`config.mk`:
```
export PLATFORM = sky130hd
export DESIGN_NAME = fp_add_scheduler
export DESIGN_NICKNAME = d
export VERILOG_FILES = /design/src/rtl/fpu_pkg.sv /design/src/rtl/fp_tag_fifo.sv /design/src/rtl/fp_add_scheduler.sv
export SDC_FILE = /design/constraint.sdc
export NUM_CORES = 1
export LEC_CHECK = 0
export CAP_MARGIN = 20
export CORE_MARGIN = 5
export CORE_UTILIZATION = 37
export DETAILED_ROUTE_END_ITERATION = 6
export PLACE_DENSITY_LB_ADDON = 0.05
export SYNTH_ARGS = -nofsm -noshare
export SYNTH_HDL_FRONTEND = slang
export SYNTH_SLANG_ARGS = --single-unit
```
`constraint.sdc`:
```
create_clock -name clk -period 5.95 [get_ports clk]
set_clock_uncertainty 0.15 [all_clocks]
set_input_delay 1.785 -clock clk [delete_from_list [all_inputs] [get_ports clk]]
set_output_delay 1.785 -clock clk [all_outputs]
set_load 0.03 [all_outputs]
```
`src/rtl/fpu_pkg.sv`:
```
// Shared FPU definitions: adder status codes, single-precision field layout and width.
package fpu_pkg;

  localparam int FP_W = 32;

  typedef enum logic [1:0] {
    OK  = 2'b00,
    NAN = 2'b01,
    INF = 2'b10,
    NUL = 2'b11
  } states;

  typedef struct packed {
    logic       sign;
    logic [7:0] exponent;
    logic [22:0] mantissa;
  } float_point_num;

endpackage

```
`src/rtl/fp_tag_fifo.sv`:
```
// In-order tag FIFO holding the requester ID of every operand pair in flight in the adder.
module fp_tag_fifo #(
  parameter int W     = 2,
  parameter int DEPTH = 8
) (
  input  logic         clk,
  input  logic         rst,
  input  logic         push,
  input  logic [W-1:0] push_data,
  input  logic         pop,
  output logic [W-1:0] head,
  output logic         full,
  output logic         empty
);

  localparam int PTR_W = (DEPTH > 1) ? $clog2(DEPTH) : 1;
  localparam int CNT_W = $clog2(DEPTH + 1);

  logic [W-1:0]     mem [DEPTH];
  logic [PTR_W-1:0] wr_ptr;
  logic [PTR_W-1:0] rd_ptr;
  logic [CNT_W-1:0] count;
  logic             do_push;
  logic             do_pop;

  // A full FIFO refuses pushes even when popping, keeping full purely registered.
  assign full    = (count == CNT_W'(DEPTH));
  assign empty   = (count == '0);
  assign do_push = push && !full;
  assign do_pop  = pop && !empty;
  assign head    = mem[rd_ptr];

  always_ff @(posedge clk) begin
    if (!rst) begin
      wr_ptr <= '0;
      rd_ptr <= '0;
      count  <= '0;
    end else begin
      if (do_push)
        wr_ptr <= (wr_ptr == PTR_W'(DEPTH - 1)) ? '0 : wr_ptr + 1'b1;
      if (do_pop)
        rd_ptr <= (rd_ptr == PTR_W'(DEPTH - 1)) ? '0 : rd_ptr + 1'b1;
      if (do_push && !do_pop)
        count <= count + 1'b1;
      else if (!do_push && do_pop)
        count <= count - 1'b1;
    end
  end

  always_ff @(posedge clk) begin
    if (do_push)
      mem[wr_ptr] <= push_data;
  end

endmodule

```
`src/rtl/fp_add_scheduler.sv`:
```
// Round-robin front end sharing one pipelined FP adder among N_REQ requesters;
// results are steered back in issue order using the tag FIFO.
module fp_add_scheduler
  import fpu_pkg::*;
#(
  parameter int N_REQ     = 4,
  parameter int ID_W      = $clog2(N_REQ),
  parameter int TAG_DEPTH = 8
) (
  input  logic                        clk,
  input  logic                        rst,
  input  logic [N_REQ-1:0]            req_vld,
  input  logic [N_REQ-1:0][FP_W-1:0]  req_a,
  input  logic [N_REQ-1:0][FP_W-1:0]  req_b,
  output logic [N_REQ-1:0]            req_rdy,
  output logic [FP_W-1:0]             add_a,
  output logic [FP_W-1:0]             add_b,
  output logic                        add_vld,
  input  logic [FP_W-1:0]             add_result,
  input  logic [1:0]                  add_state,
  input  logic                        add_res_vld,
  output logic                        rsp_vld,
  output logic [ID_W-1:0]             rsp_id,
  output logic [FP_W-1:0]             rsp_result,
  output logic [1:0]                  rsp_state,
  output logic                        busy,
  output logic                        proto_err
);

  logic [ID_W-1:0] rr_ptr;
  logic [ID_W-1:0] grant_id;
  logic [ID_W-1:0] cand;
  logic            grant_found;
  logic            hs;
  logic            tag_full;
  logic            tag_empty;
  logic            tag_pop;
  logic [ID_W-1:0] tag_head;

  // Scan requesters starting at rr_ptr; first valid one wins.
  always_comb begin
    grant_found = 1'b0;
    grant_id    = rr_ptr;
    cand        = rr_ptr;
    for (int k = 0; k < N_REQ; k++) begin
      if (!grant_found && req_vld[cand]) begin
        grant_found = 1'b1;
        grant_id    = cand;
      end
      cand = (cand == ID_W'(N_REQ - 1)) ? '0 : cand + 1'b1;
    end
  end

  assign hs = grant_found && !tag_full && rst;

  always_comb begin
    req_rdy = '0;
    if (hs)
      req_rdy[grant_id] = 1'b1;
  end

  assign tag_pop = add_res_vld && !tag_empty;
  assign busy    = !tag_empty || add_vld;

  fp_tag_fifo #(
    .W     (ID_W),
    .DEPTH (TAG_DEPTH)
  ) u_tag_fifo (
    .clk       (clk),
    .rst       (rst),
    .push      (hs),
    .push_data (grant_id),
    .pop       (tag_pop),
    .head      (tag_head),
    .full      (tag_full),
    .empty     (tag_empty)
  );

  always_ff @(posedge clk) begin
    if (!rst) begin
      rr_ptr     <= '0;
      add_a      <= '0;
      add_b      <= '0;
      add_vld    <= 1'b0;
      rsp_vld    <= 1'b0;
      rsp_id     <= '0;
      rsp_result <= '0;
      rsp_state  <= OK;
      proto_err  <= 1'b0;
    end else begin
      add_vld <= hs;
      if (hs) begin
        add_a  <= req_a[grant_id];
        add_b  <= req_b[grant_id];
        rr_ptr <= (grant_id == ID_W'(N_REQ - 1)) ? '0 : grant_id + 1'b1;
      end
      rsp_vld <= tag_pop;
      if (tag_pop) begin
        rsp_id     <= tag_head;
        rsp_result <= add_result;
        rsp_state  <= add_state;
      end
      // A result with nothing outstanding means the adder and scheduler lost sync.
      if (add_res_vld && tag_empty)
        proto_err <= 1'b1;
    end
  end

endmodule
```
==> flow_summary_export.csv <==
group,metric,value,unit
synthesis,synth_area_leaders,"dfxtp_1 25%, mux2i_1 7.2%, nand2_1 6.0%",
synthesis,synth_enable_flop_cells,16,
layout,multiInputGateArea,5760,um^2
worst_setup_path,cp-end-kind,"primary output",
route,ant_nets,0,
synthesis,syn_avg_cell_area,8.15,um^2
sta,finalSetupViolations,0,
sta,tns,0,ns
route,first_pass_iters,5,
synthesis,synth_top_area_cell,"dfxtp_1",
clocking,clock_latency,0.42,ns
global_routing,antenna_found_initial,9,
synthesis,yosys.cell_types.count,63,
worst_setup_path,worst_path_max_delay_cell,"or3b_4",
layout,ff_latch_area,2790,um^2
clocking,clock_sinks,131,
synthesis,yosysWarnings,0,
synthesis,synthCells,1140,
placed_design,port_buffers,404,
clocking,cts_tree,"done",
sta,maxSlewViolCount,0,
placed_design,post-dp-hpwl,26000,um
sta,worst_pin_slew,1.11,ns
die,core_area,25000,um^2
sta,rsz0062_at_grt,"no",
layout,finalNonFillerCells,1831,
power,power_frac_clock,14.5,%
power,switching_share,47.3,%
sta,final.min_clock_period,5.77,ns
global_routing,grt_max_degree,131,
route,vias_per_cell,5.53,
clocking,clockBufferDepth,2,
route,via_count,10121,
power,power.internal,3860,uW
sta,post-route-period-util,96.9,%
power,p_switching,3470,uW
synthesis,synthMuxAreaShare,9.03,%
worst_setup_path,path_max_fanout,4,
die,initial_core_util,37.2,%
worst_hold_path,min_path_type,"register to register",
clocking,cts_buffers,17,
placed_design,place_inst,1794,
synthesis,netlist.area_leader.share,24.8,%
outcome,status,"finished, final reports clean",
die,die_h,169,um
synthesis,syn_area,9300,um^2
sta,relSlewSlack,26.1,%
global_routing,grt_overflow,0,
sta,postLayoutSetupSlackWorst,0.183,ns
die,dieArea,28400,um^2
worst_setup_path,crit_chain,"dlygate4sd2_1 > or3b_4 > a221oi_2 > o21a_2 > a22oi_2 > a2bb2oi_4 > buf_4 > ha_1 > and2_1 > buf_4",
clocking,cts.clk_slew.worst_paths,0.07,ns
worst_setup_path,cpPeakStageDelay,0.39,ns
placed_design,routabilityCongestion,0.796,
global_routing,grt_pass1_wl,55200,um
synthesis,synth_top_family_by_area,"compound AO/OA/AOI/OAI gates",
synthesis,ys.flop_type,"dfxtp_1",
power,power.share.combinational,66.3,%
route,first_iter_violations,681,
worst_setup_path,startpoint_type,"input port",
global_routing,grt_pass1_vias,9795,
synthesis,synth_compound_area_share,32.9,%
worst_setup_path,critPathKind,"input port to primary output",
sta,hold_ws,0.312,ns
power,vdd_ir_drop_max,0.581,mV
layout,areaGrowthSynthToFinish,52.7,%
synthesis,synth-seq-area-share,29.9,%
layout,fill_cells,2367,
die,die_w,169,um
die,pin_count,405,
sta,hold_violations,0,
clocking,clock-root-buffer,"clkbuf_16",
synthesis,synth_nets,1450,
synthesis,synth-simple-area-share,17.2,%
route,drcViolationCount,0,
synthesis,ys_async_sr_fraction,0,%
worst_setup_path,cp.arrival,3.83,ns
synthesis,synth-adder-area-share,1.83,%
die,fp-row-count,58,
synthesis,synth-xor-area-share,0.283,%
placed_design,dpl_worst_slack,-0.0916,ns
power,seq_power_share,19.1,%
worst_setup_path,cp.required,4.01,ns
global_routing,grtUsageTotal,24.3,%
route,wirelength,36700,um
worst_setup_path,cp_common_cell,"buf_4",
layout,layout-drive-gt1-share,8.28,%
power,power_leakage,0.00528,uW
job,cap_viol_max_count,0,
sta,fmax,173,MHz
clocking,h-tree-depth,4,
clocking,post_cts_buffers,0,
worst_setup_path,critPathTopFamily,"compound AO/OA/AOI/OAI gates",
synthesis,synth-seq-cells,131,
power,p_per_area,517,nW/um^2
route,wl_per_cell,20.0,um
worst_setup_path,crit_buf_inv,3,
layout,nNetsFinal,1794,
-- layer usage --
layer	wire, um	vias to the layer above	GRT usage (%)
met5	57	-	0
li1	-	4961	-
met2	17900	386	41.6
met4	844	12	7.30
met3	3100	52	7.80
met1	14800	4710	29.3
-- registers in the layout (all words and copies together), names as in the netlist, 2 cells and up --
signal,count
rr_ptr,2
rsp_id,2
rsp_result,32
add_a,32
add_b,32
u_tag_fifo.rd_ptr,3
u_tag_fifo.mem,16
u_tag_fifo.count,4
u_tag_fifo.wr_ptr,3
rsp_state,2
-- power groups by stage --
stage	Clock (uW)	Sequential, uW	Combinational, uW
after global placement	0	1410	4820
after floorplan	0	1820	2890
after detailed placement	0	1420	4880
final	1070	1400	4860
after global routing	1140	1440	5260
after CTS	1090	1410	4910
-- Yosys cell counts, drive strengths merged, types with 3 or more instances --
| library cell | count |
|---|---|
| nand2 | 149 |
| dfxtp | 115 |
| o21ai | 107 |
| clkbuf | 81 |
| a21oi | 70 |
| mux2i | 67 |
| o211ai | 64 |
| inv | 60 |
| nand3b | 52 |
| o2111ai | 51 |
| o31ai | 51 |
| buf | 43 |
| a21boi | 37 |
| nor2b | 19 |
| nor4b | 17 |
| edfxtp | 16 |
| nand4b | 14 |
| a211oi | 13 |
| o21bai | 13 |
| o221ai | 13 |
| ha | 12 |
| nor2 | 9 |
| and2 | 8 |
| mux4 | 7 |
| nor3 | 7 |
| nor3b | 5 |
| o211a | 4 |
| and3b | 3 |
| nor4 | 3 |
| o21a | 3 |
| xnor2 | 3 |
-- cell usage in the layout (no fill, tap or decap), types with 37 or more instances in the layout --
master	n
o31ai_1	51
buf_4	45
clkdlybuf4s50_1	396
o211ai_1	55
dfxtp_1	114
o21ai_0	106
a21boi_0	37
a21oi_1	70
inv_1	55
o2111ai_1	51
nand2_1	147
mux2i_1	67
nand3b_1	52
-- worst register-to-register path: stages (launching register included) --
cell      delay [ns]
dfxtp_1         0.55
ha_4            0.46
nor4b_1         0.30
nor4_1          0.10
o21a_2          0.28
buf_4           0.17
o311ai_4        0.24
inv_2           0.10
buf_4           0.17
ha_1            0.20
inv_1           0.11
ha_1            0.24
a21o_1          0.17
a21oi_1         0.16
xnor2_1         0.09
or3_1           0.30
a21boi_0        0.16
-- logic make-up after synthesis --
group,after synthesis
xor gates and xnor gates,3
DFF,131
and+or+nand+nor,293
AOI/OAI and AO/OA,441
buffers and inverters,184
adders and majority gates,13
muxes,75
-- per-stage QoR --
step	instance area [um^2]	utilization, %	power (uW)
after floorplan	9300	-	4720
after CTS	14200	56.7	7410
after global routing	14200	56.9	7840
final	14200	56.9	7330
after global placement	13600	54.4	6230
after detailed placement	13600	54.4	6310
-- worst paths after layout --
kind	from	endpoint	slack, ns	depth (start not counted)
max	req_vld[0]	req_rdy[2]	0.18	10
min reg2reg	rsp_result[12]$_SDFFE_PN0P_	rsp_result[12]$_SDFFE_PN0P_	0.31	2
min	rsp_result[12]$_SDFFE_PN0P_	rsp_result[12]$_SDFFE_PN0P_	0.31	2
max reg2reg	rr_ptr[1]$_SDFFE_PN0P_	u_tag_fifo.count[3]$_SDFFE_PN0P_	1.91	16
-- final cells by class --
type	instances	share of cell area, %
antenna	4	0.0705
tap	330	2.91
multi-input combinational	825	40.6
timing repair buffer	449	31.1
inverter	60	1.59
clock buffer	20	3.30
sequential	131	19.6
clock inverter	12	0.829
-- what timing repair did --
action,4_1_cts,5_1_grt
setup endpoints to repair,4,0
gates resized for setup,9,0
hold buffers,0,0
(Power assumes the default switching activity.)
